## src/rtl/uart_pkt_pkg.sv

```systemverilog
// Shared definitions for the UART packet receiver: FSM states, error codes and
// header bit positions derived from the UART word width.
package uart_pkt_pkg;

  // StCheck is only entered when UART_PKT_CHECKSUM_EN is defined.
  typedef enum logic [1:0] {
    StIdle,
    StPayload,
    StCheck,
    StHold
  } pkt_state_e;

  localparam logic [2:0] ERR_HDR     = 3'd0;
  localparam logic [2:0] ERR_FRAME   = 3'd1;
  localparam logic [2:0] ERR_TIMEOUT = 3'd2;
  localparam logic [2:0] ERR_OVERRUN = 3'd3;
  localparam logic [2:0] ERR_CSUM    = 3'd4;

  function automatic int unsigned hdr_rw_bit(input int unsigned word_bits);
    return word_bits - 1;
  endfunction

  function automatic int unsigned hdr_marker_bit(input int unsigned word_bits);
    return word_bits - 2;
  endfunction

  function automatic int unsigned hdr_mem_bit(input int unsigned word_bits);
    return word_bits - 3;
  endfunction

endpackage

```

## src/rtl/uart_word_rx.sv

```systemverilog
// UART word receiver: 2-flop synchroniser, start bit re-checked at half-bit,
// data sampled mid-bit LSB first, one stop bit. Pulses word_valid or frame_err.
module uart_word_rx #(
  parameter int unsigned CLKS_PER_BIT = 868,
  parameter int unsigned WORD_BITS    = 12
) (
  input  logic                 clk,
  input  logic                 reset,
  input  logic                 rx,
  output logic [WORD_BITS-1:0] word,
  output logic                 word_valid,
  output logic                 frame_err
);

  localparam int unsigned CntW = $clog2(CLKS_PER_BIT);
  localparam int unsigned BitW = $clog2(WORD_BITS + 1);
  localparam logic [CntW-1:0] HalfCnt = CntW'(CLKS_PER_BIT / 2 - 1);
  localparam logic [CntW-1:0] LastCnt = CntW'(CLKS_PER_BIT - 1);
  localparam logic [BitW-1:0] LastBit = BitW'(WORD_BITS - 1);

  // RxWait holds off after a bad stop bit until the line returns high.
  typedef enum logic [2:0] {RxIdle, RxStart, RxData, RxStop, RxWait} rx_state_e;

  rx_state_e             st_q, st_d;
  logic                  meta_q, sync_q;
  logic [CntW-1:0]       clk_cnt_q, clk_cnt_d;
  logic [BitW-1:0]       bit_cnt_q, bit_cnt_d;
  logic [WORD_BITS-1:0]  shift_q, shift_d;
  logic                  valid_q, valid_d;
  logic                  ferr_q, ferr_d;

  // Bit-timing state machine next-state logic.
  always_comb begin
    st_d      = st_q;
    clk_cnt_d = clk_cnt_q;
    bit_cnt_d = bit_cnt_q;
    shift_d   = shift_q;
    valid_d   = 1'b0;
    ferr_d    = 1'b0;
    case (st_q)
      RxIdle: begin
        if (!sync_q) begin
          st_d      = RxStart;
          clk_cnt_d = '0;
        end
      end
      RxStart: begin
        if (clk_cnt_q == HalfCnt) begin
          clk_cnt_d = '0;
          bit_cnt_d = '0;
          st_d      = sync_q ? RxIdle : RxData;
        end else begin
          clk_cnt_d = clk_cnt_q + 1'b1;
        end
      end
      RxData: begin
        if (clk_cnt_q == LastCnt) begin
          clk_cnt_d = '0;
          shift_d   = {sync_q, shift_q[WORD_BITS-1:1]};
          if (bit_cnt_q == LastBit) st_d = RxStop;
          else bit_cnt_d = bit_cnt_q + 1'b1;
        end else begin
          clk_cnt_d = clk_cnt_q + 1'b1;
        end
      end
      RxStop: begin
        if (clk_cnt_q == LastCnt) begin
          clk_cnt_d = '0;
          if (sync_q) begin
            valid_d = 1'b1;
            st_d    = RxIdle;
          end else begin
            ferr_d = 1'b1;
            st_d   = RxWait;
          end
        end else begin
          clk_cnt_d = clk_cnt_q + 1'b1;
        end
      end
      RxWait: begin
        if (sync_q) st_d = RxIdle;
      end
      default: st_d = RxIdle;
    endcase
  end

  // Synchroniser and receiver state registers.
  always_ff @(posedge clk) begin
    if (reset) begin
      meta_q    <= 1'b1;
      sync_q    <= 1'b1;
      st_q      <= RxIdle;
      clk_cnt_q <= '0;
      bit_cnt_q <= '0;
      shift_q   <= '0;
      valid_q   <= 1'b0;
      ferr_q    <= 1'b0;
    end else begin
      meta_q    <= rx;
      sync_q    <= meta_q;
      st_q      <= st_d;
      clk_cnt_q <= clk_cnt_d;
      bit_cnt_q <= bit_cnt_d;
      shift_q   <= shift_d;
      valid_q   <= valid_d;
      ferr_q    <= ferr_d;
    end
  end

  assign word       = shift_q;
  assign word_valid = valid_q;
  assign frame_err  = ferr_q;

endmodule

```

## src/rtl/uart_packet_rx.sv

```systemverilog
// UART packet receiver: header word plus PAYLOAD_BYTES payload words, presented
// on a valid/ready interface with timeout, framing, header and overrun errors.
// Optional trailing XOR checksum word when UART_PKT_CHECKSUM_EN is defined.
module uart_packet_rx
  import uart_pkt_pkg::*;
#(
  parameter int unsigned CLKS_PER_BIT  = 868,
  parameter int unsigned WORD_BITS     = 12,
  parameter int unsigned PAYLOAD_BYTES = 4,
  parameter int unsigned ADDR_BITS     = 9,
  parameter int unsigned TIMEOUT_CLKS  = 16 * CLKS_PER_BIT * WORD_BITS
) (
  input  logic                       clk,
  input  logic                       reset,
  input  logic                       rx,
  output logic [PAYLOAD_BYTES*8-1:0] pkt_data,
  output logic [ADDR_BITS-1:0]       pkt_addr,
  output logic                       pkt_mem_type,
  output logic                       pkt_rw,
  output logic                       pkt_valid,
  input  logic                       pkt_ready,
  output logic                       err,
  output logic [2:0]                 err_code,
  output logic                       busy
);

  localparam int unsigned RwBit     = hdr_rw_bit(WORD_BITS);
  localparam int unsigned MarkerBit = hdr_marker_bit(WORD_BITS);
  localparam int unsigned MemBit    = hdr_mem_bit(WORD_BITS);
  localparam int unsigned CntW      = $clog2(PAYLOAD_BYTES + 1);
  localparam int unsigned TmoW      = $clog2(TIMEOUT_CLKS + 1);
  localparam logic [CntW-1:0] LastCnt = CntW'(PAYLOAD_BYTES - 1);
  localparam logic [TmoW-1:0] LastTmo = TmoW'(TIMEOUT_CLKS - 1);

  logic [WORD_BITS-1:0] word;
  logic                 word_valid;
  logic                 frame_err;

  uart_word_rx #(
    .CLKS_PER_BIT(CLKS_PER_BIT),
    .WORD_BITS   (WORD_BITS)
  ) u_word_rx (
    .clk       (clk),
    .reset     (reset),
    .rx        (rx),
    .word      (word),
    .word_valid(word_valid),
    .frame_err (frame_err)
  );

  logic unused_word;
  assign unused_word = ^word;

  pkt_state_e                 state_q, state_d;
  logic [CntW-1:0]            cnt_q, cnt_d;
  logic [TmoW-1:0]            tmo_q, tmo_d;
  logic [PAYLOAD_BYTES*8-1:0] data_q, data_d;
  logic [ADDR_BITS-1:0]       addr_q, addr_d;
  logic                       mem_q, mem_d;
  logic                       rw_q, rw_d;
  logic                       valid_q, valid_d;
  logic                       err_q, err_d;
  logic [2:0]                 code_q, code_d;
  logic [7:0]                 csum_q, csum_d;
  int unsigned                lane;

  // Packet FSM next-state, byte assembly, timeout and error reporting.
  always_comb begin
    state_d = state_q;
    cnt_d   = cnt_q;
    tmo_d   = '0;
    data_d  = data_q;
    addr_d  = addr_q;
    mem_d   = mem_q;
    rw_d    = rw_q;
    valid_d = valid_q;
    err_d   = 1'b0;
    code_d  = code_q;
    csum_d  = csum_q;
    lane    = PAYLOAD_BYTES - 1 - 32'(cnt_q);
    case (state_q)
      StIdle: begin
        if (frame_err) begin
          err_d  = 1'b1;
          code_d = ERR_FRAME;
        end else if (word_valid) begin
          if (!word[MarkerBit]) begin
            err_d  = 1'b1;
            code_d = ERR_HDR;
          end else begin
            addr_d = word[ADDR_BITS-1:0];
            mem_d  = word[MemBit];
            rw_d   = word[RwBit];
            csum_d = word[7:0];
            if (word[RwBit]) begin
              cnt_d   = '0;
              state_d = StPayload;
            end else begin
              data_d = '0;
`ifdef UART_PKT_CHECKSUM_EN
              state_d = StCheck;
`else
              state_d = StHold;
              valid_d = 1'b1;
`endif
            end
          end
        end
      end
      StPayload: begin
        if (frame_err) begin
          err_d   = 1'b1;
          code_d  = ERR_FRAME;
          state_d = StIdle;
        end else if (word_valid) begin
          data_d[lane*8 +: 8] = word[7:0];
          csum_d = csum_q ^ word[7:0];
          if (cnt_q == LastCnt) begin
`ifdef UART_PKT_CHECKSUM_EN
            state_d = StCheck;
`else
            state_d = StHold;
            valid_d = 1'b1;
`endif
          end else begin
            cnt_d = cnt_q + 1'b1;
          end
        end else if (tmo_q == LastTmo) begin
          err_d   = 1'b1;
          code_d  = ERR_TIMEOUT;
          state_d = StIdle;
        end else begin
          tmo_d = tmo_q + 1'b1;
        end
      end
`ifdef UART_PKT_CHECKSUM_EN
      StCheck: begin
        if (frame_err) begin
          err_d   = 1'b1;
          code_d  = ERR_FRAME;
          state_d = StIdle;
        end else if (word_valid) begin
          if (word[7:0] == csum_q) begin
            state_d = StHold;
            valid_d = 1'b1;
          end else begin
            err_d   = 1'b1;
            code_d  = ERR_CSUM;
            state_d = StIdle;
          end
        end else if (tmo_q == LastTmo) begin
          err_d   = 1'b1;
          code_d  = ERR_TIMEOUT;
          state_d = StIdle;
        end else begin
          tmo_d = tmo_q + 1'b1;
        end
      end
`endif
      StHold: begin
        // Outputs are frozen here; stray words are dropped and flagged.
        if (frame_err) begin
          err_d  = 1'b1;
          code_d = ERR_FRAME;
        end else if (word_valid) begin
          err_d  = 1'b1;
          code_d = ERR_OVERRUN;
        end
        if (valid_q && pkt_ready) begin
          valid_d = 1'b0;
          state_d = StIdle;
        end
      end
      default: state_d = StIdle;
    endcase
  end

  // Packet FSM registers; reset discards any partial packet silently.
  always_ff @(posedge clk) begin
    if (reset) begin
      state_q <= StIdle;
      cnt_q   <= '0;
      tmo_q   <= '0;
      data_q  <= '0;
      addr_q  <= '0;
      mem_q   <= 1'b0;
      rw_q    <= 1'b0;
      valid_q <= 1'b0;
      err_q   <= 1'b0;
      code_q  <= '0;
      csum_q  <= '0;
    end else begin
      state_q <= state_d;
      cnt_q   <= cnt_d;
      tmo_q   <= tmo_d;
      data_q  <= data_d;
      addr_q  <= addr_d;
      mem_q   <= mem_d;
      rw_q    <= rw_d;
      valid_q <= valid_d;
      err_q   <= err_d;
      code_q  <= code_d;
      csum_q  <= csum_d;
    end
  end

  assign pkt_data     = data_q;
  assign pkt_addr     = addr_q;
  assign pkt_mem_type = mem_q;
  assign pkt_rw       = rw_q;
  assign pkt_valid    = valid_q;
  assign err          = err_q;
  assign err_code     = code_q;
  assign busy         = (state_q != StIdle);

endmodule

```

## config.mk

```make
export PLATFORM = sky130hd
export DESIGN_NAME = uart_packet_rx
export DESIGN_NICKNAME = d
export VERILOG_FILES = /design/src/rtl/uart_pkt_pkg.sv /design/src/rtl/uart_word_rx.sv /design/src/rtl/uart_packet_rx.sv
export SDC_FILE = /design/constraint.sdc
export NUM_CORES = 1
export LEC_CHECK = 0
export CORE_ASPECT_RATIO = 1.1
export CORE_MARGIN = 3
export CORE_UTILIZATION = 45
export CTS_CLUSTER_DIAMETER = 80
export CTS_CLUSTER_SIZE = 16
export DETAILED_ROUTE_END_ITERATION = 8
export GPL_TIMING_DRIVEN = 0
export PLACE_DENSITY = 0.69
export SYNTH_ARGS = -nofsm -noshare
export SYNTH_HDL_FRONTEND = slang
export SYNTH_SLANG_ARGS = --single-unit
```

## constraint.sdc

```tcl
create_clock -name clk -period 2.5 [get_ports clk]
set_input_delay 0.5 -clock clk [delete_from_list [all_inputs] [get_ports clk]]
set_output_delay 0.5 -clock clk [all_outputs]
set_load 0.02 [all_outputs]
```

### Word-level counts from Yosys, hierarchy flattened

Index checks and enable logic that the tools add are counted.

* bitwise gates (word level): 4
* equality and inequality tests: 35
* shift operators: 2
* reduce and logical (&&, ||, !) cells: 21
* multiplexer cells: 72
* add/sub/neg operators: 6

Operators by type and width (count)
* 32-bit 2-to-1 mux: 6
* 3-bit 2-to-1 mux: 22
* 32-bit case mux with 2 select lines: 1
* 32-bit negator with 34-bit output: 1
* 8-bit by 34-bit variable shift with 32-bit output, first input constant: 1
* 8-bit by 34-bit indexed part select with 32-bit output: 1
* 32-bit bitwise mux: 1
* 10-bit 2-to-1 mux: 3
* 10-bit case mux with 3 select lines: 1
* 2-bit 2-to-1 mux: 10
* 18-bit by 1-bit adder with 18-bit output, second input constant: 1
* 18-bit equality test, second input constant: 1
* 1-bit 2-to-1 mux: 18
* 2-bit by 1-bit inequality test with 1-bit output, second input constant: 9
* 6-bit AND reduction: 3
* 2-bit inequality test, second input constant: 8
* 3-bit case mux with 5 select lines: 1
* 4-bit 2-to-1 mux: 3
* 10-bit by 1-bit adder with 10-bit output, second input constant: 1
* 10-bit equality test, second input constant: 1
* 10-bit by 9-bit equality test with 1-bit output, second input constant: 1
* 3-bit by 2-bit equality test with 1-bit output, second input constant: 3
* 3-bit case mux with 3 select lines: 1
* 9-bit AND reduction: 1
* other kinds (30): 41

* register bits: 104
* output and inout bits: 49
* word-level logic and storage cells: 158
* bits of input ports: 4

### Logic depth before layout (Yosys ltp)

* word-level depth: 7
* depth in mapped cells: 10
* gate-level depth less buffers: 9

### Cells and area by module

Synthesis repeated with hierarchy kept, for this count alone.

* cells, all modules: 528
* area total of the unflattened synthesis: 4620.7 um^2

Modules (own cells, without submodules)
* uart_packet_rx: area each 3052.9 um^2, seq. area each 1401.3 um^2, cells an instance 355, instances 1
* uart_word_rx: area each 1567.8 um^2, seq. area each 660.6 um^2, cells an instance 173, instances 1

### Worst setup path after synthesis

OpenSTA, ideal clock, no wires.

* kind: register -> register
* start: register cnt_q[0]
* end: register data_q[16], in the netlist pkt_data[16]
* buffers on the path: 1
* clock period less this slack: 2.475 ns
* arrival: 2.403 ns
* library setup time: 0.072 ns
* path slack: 0.025 ns
* cell stages (with the launch flop): 9
* data required time: 2.428 ns
* path through: dfxtp_1 > clkbuf_1 > nand3_1 > ha_1 > nor3b_1 > o211ai_1 > or3_1 > a21oi_2 > mux2i_1

* word-level cells in the longest chain between the ends: 7
* elaborated cells between the ends (all ways): 8
* those cells by class: add/sub: 2; shift: 2; mux: 4

Ends and longest elaborated chain
* from (decl): RTL line uart_packet_rx.sv:55 `logic [CntW-1:0] cnt_q, cnt_d;`
* from (signal assigned): RTL line uart_packet_rx.sv:194 `cnt_q <= cnt_d;`
* 2-bit by 3-bit subtractor with 4-bit output *: RTL line uart_packet_rx.sv:80 `lane = PAYLOAD_BYTES - 1 - 32'(cnt_q);`
* 32-bit negator with 34-bit output *: RTL line uart_packet_rx.sv:116 `data_d[lane*8 +: 8] = word[7:0];`
* 8-bit by 34-bit indexed part select with 32-bit output / 8-bit by 34-bit variable shift with 32-bit output (equally long branches): RTL line uart_packet_rx.sv:116
* 32-bit bitwise mux *: RTL line uart_packet_rx.sv:116
* 32-bit 2-to-1 mux *: RTL line uart_packet_rx.sv:115 `end else if (word_valid) begin`
* 32-bit 2-to-1 mux *: RTL line uart_packet_rx.sv:111 `if (frame_err) begin`
* 32-bit case mux with 2 select lines *: RTL line uart_packet_rx.sv:81 `case (state_q)`
* to (signal assigned): RTL line uart_packet_rx.sv:196 `data_q <= data_d;`
* to (decl): RTL line uart_packet_rx.sv:57 `logic [PAYLOAD_BYTES*8-1:0] data_q, data_d;`

Mark *: on every way between the ends. The rest lies on a longest branch, timed or not. The select of a mux whose other input is x is not followed.
A chain may end at the register's enable or synchronous reset.

### Worst setup path in the final report

* start: register cnt_q[1]
* end: register data_q[15], in the netlist pkt_data[15]

Same word-level chain as after synthesis.

==> results.toml <==
[status]
status = "finished, final reports clean"

[synthesis]
async_flop_share = 0
synth_top_area_cell = "dfxtp_1"
yosysSeqAreaShare = 0.451
ys.flop_type = "dfxtp_1"
yosysMostFrequentCell = "dfxtp_1"
ys_top_cells_by_count = "dfxtp_1, nand2_1, nor2_1"
yosys_warnings = 0
ys_top_cells_by_area = "dfxtp_1, nand2_1, nor2_1, a21oi_1, xnor2_1"
synth_edf_count = 0
synth_nets = 546
syn_avg_cell_area_um2 = 8.59
syn_inst = 532
yosysUniqueCellTypes = 64
ys_ff_latch = 103
syn-cell-area_um2 = 4570
synth_top_area_frac = 0.451

[clock_tree]
clockRootBuffer = "clkbuf_8"
clock_latency_ps = 380
path_clk_slew_ps = 110
cts_tree = "done"
cts_buffers = 9
cts_max_level = 3
hold_buffers = 0
clock_path_buffers = 2
clkSinkCount = 103

[global_route]
grt_start_max_net_pins = 22
first_global_vias = 3830
antenna_found_initial = 0
overflow = 0
grt_pass1_wl_mm = 18.1
grt_usage = 0.193

[detailed_routing]
vias_per_cell = 5.52
wire_per_inst_um = 14.7
drt-pass1-iter-count = 5
wl_mm = 10.6
drc_errors = 0
route.vias.total = 3962
drtIter0Drc = 164
drtAntennaViolNets = 0

[critical_path]
crit_start = "cnt_q[1]$_SDFFE_PP0P_"
critPathKind = "flop to flop"
critPathRequiredTime_ps = 2810
crit_path_end_kind = "flop"
crit_path_start_kind = "flop"
cp-endpoint = "pkt_data[15]$_SDFFE_PP0P_"
r2r_slack_ps = 130
r2r_end = "pkt_data[15]$_SDFFE_PP0P_"
crit_path_max_fanout = 9
cp_data_arrival_time_ps = 2680
timing.rr.start = "cnt_q[1]$_SDFFE_PP0P_"
r2r_cells = 9

[timing]
hold_slack_ps = 427
setup-tns-final_ps = 0
slew_viol_final = 0
slew_headroom = 0.339
fin_worst_skew_ps = 17.0
fin_crit_ps = 2370
setup_slack_ps = 129
period_share = 0.949
setup_viol = 0
hold_viol_final = 0
tightest_slew_ps = 966
max_freq_mhz = 422
rsz0062_at_grt = "yes"

[die]
die_x_um = 102
num_rows = 37
fp.dieH_um = 112
core_area_um2 = 9630
io_pins = 53
initial_utilization = 0.475
dieArea_um2 = 11400

[power]
power.share.clock = 0.346
p_comb_frac = 0.103
peakVddDrop_mv = 0.293
seqPwrFrac = 0.550
p_sw_frac = 0.288
p_leak_uw = 0.00182
p_sw_uw = 886
power_density_nw_per_um2 = 558
intPower_uw = 2200

[placed_design]
io_buffers = 51
place_hpwl_mm = 7.72
pre_cts_ws_ps = -379
gp_congestion = 0.852

[min_path]
holdPathStages = 1
hold_class = "flop to flop"

[layout]
diodes = 0
fillers = 879
area_growth_pct = 20.8
layout-drive-gt1-share = 0.0682
final_net_count = 610
fin_util = 0.574

[run]
maxCapViolCount = 0
[flip-flops by register name (all words and copies together) (netlist names), 2 cells and up]
| signal | cells |
|---|---|
| state_q | 2 |
| u_word_rx.bit_cnt_q | 4 |
| cnt_q | 3 |
| pkt_data | 32 |
| pkt_addr | 9 |
| u_word_rx.word | 12 |
| u_word_rx.clk_cnt_q | 10 |
| u_word_rx.st_q | 3 |
| err_code | 2 |
| tmo_q | 18 |
[layout by cell type, fill, tap and decap left out, drive strengths merged, types with 7 or more instances in the layout]
master,Yosys,routed
or3,8,8
clkbuf,21,30
nand3,25,25
inv,14,17
a21oi,41,41
nand2b,17,17
buf,5,7
nor3,13,13
xnor2,15,15
nand2,72,72
nor2b,8,8
a22o,8,8
mux2i,11,11
nor2,59,59
ha,10,10
dfxtp,103,103
clkdlybuf4s50,0,51
a22oi,16,16
[cell families (layout without fill, tap and decap cells)]
kind of cell | after synthesis | after routing | share of synthesized area
xor+xnor | 20 | 20 | 0.0383
other cells | 1 | 1 | 0.000820
fa+ha+maj | 10 | 10 | 0.0274
flops | 103 | 103 | 0.451
simple gates | 246 | 246 | 0.274
compound gates | 100 | 100 | 0.145
mux | 12 | 12 | 0.0266
buf+inv | 40 | 109 | 0.0364
[metal layers]
layer,track usage,vias up,share of wire
li1,-,1987,-
met1,0.257,1862,0.46
met2,0.319,99,0.47
met3,0.0269,14,0.050
met4,0.0612,0,0.015
met5,0,-,0
[cell type report]
type | instances | area (um2) | share of cell area
Multi-Input combinational cell | 389 | 2390 | 0.433
Sequential cell | 103 | 2060 | 0.374
Timing Repair Buffer | 53 | 538 | 0.0974
Tap cell | 117 | 146 | 0.0265
Clock buffer | 9 | 124 | 0.0224
Buffer | 26 | 119 | 0.0215
Clock inverter | 7 | 86.3 | 0.0156
Inverter | 14 | 52.6 | 0.00952
[through the flow]
| step | cell area, um2 | cells | power, uW |
|---|---|---|---|
| final | 5520 | 718 | 3080 |
| after floorplan | 4570 | 532 | 1960 |
| after detailed placement | 5230 | 700 | 2050 |
| after global placement | 5230 | 700 | 2040 |
| after global routing | 5520 | 718 | 3200 |
| after CTS | 5490 | 718 | 3100 |
[how the worst min path moves through the flow]
stage                                      from                     endpoint
floorplan           u_word_rx.meta_q$_SDFF_PP1_  u_word_rx.sync_q$_SDFF_PP1_
global placement    u_word_rx.meta_q$_SDFF_PP1_  u_word_rx.sync_q$_SDFF_PP1_
detailed placement  u_word_rx.meta_q$_SDFF_PP1_  u_word_rx.sync_q$_SDFF_PP1_
CTS                 u_word_rx.meta_q$_SDFF_PP1_  u_word_rx.sync_q$_SDFF_PP1_
global route        u_word_rx.meta_q$_SDFF_PP1_  u_word_rx.sync_q$_SDFF_PP1_
finish              u_word_rx.meta_q$_SDFF_PP1_  u_word_rx.sync_q$_SDFF_PP1_
[critical path, stage by stage (launching register included)]
cell,delay [ps]
dfxtp_1,370
ha_1,170
inv_1,50
ha_1,380
nor3_2,230
a21oi_1,100
or2_1,210
clkbuf_1,220
or4_1,450
a21oi_1,150
[power groups by stage]
stage               clock network [uW]  registers (uW)  logic (uW)
floorplan                            0            1730         228
global placement                     0            1730         305
detailed placement                   0            1730         315
CTS                               1090            1700         318
global route                      1150            1700         348
finish                            1070            1700         319
[timing repair]
item                       CTS  global route
hold endpoints to repair     0             0
pin swaps                    2             1
buffers inserted             2             0
setup endpoints to repair   16            35
resized for setup            4             9
Note: power is estimated with default switching activity, not from simulation.
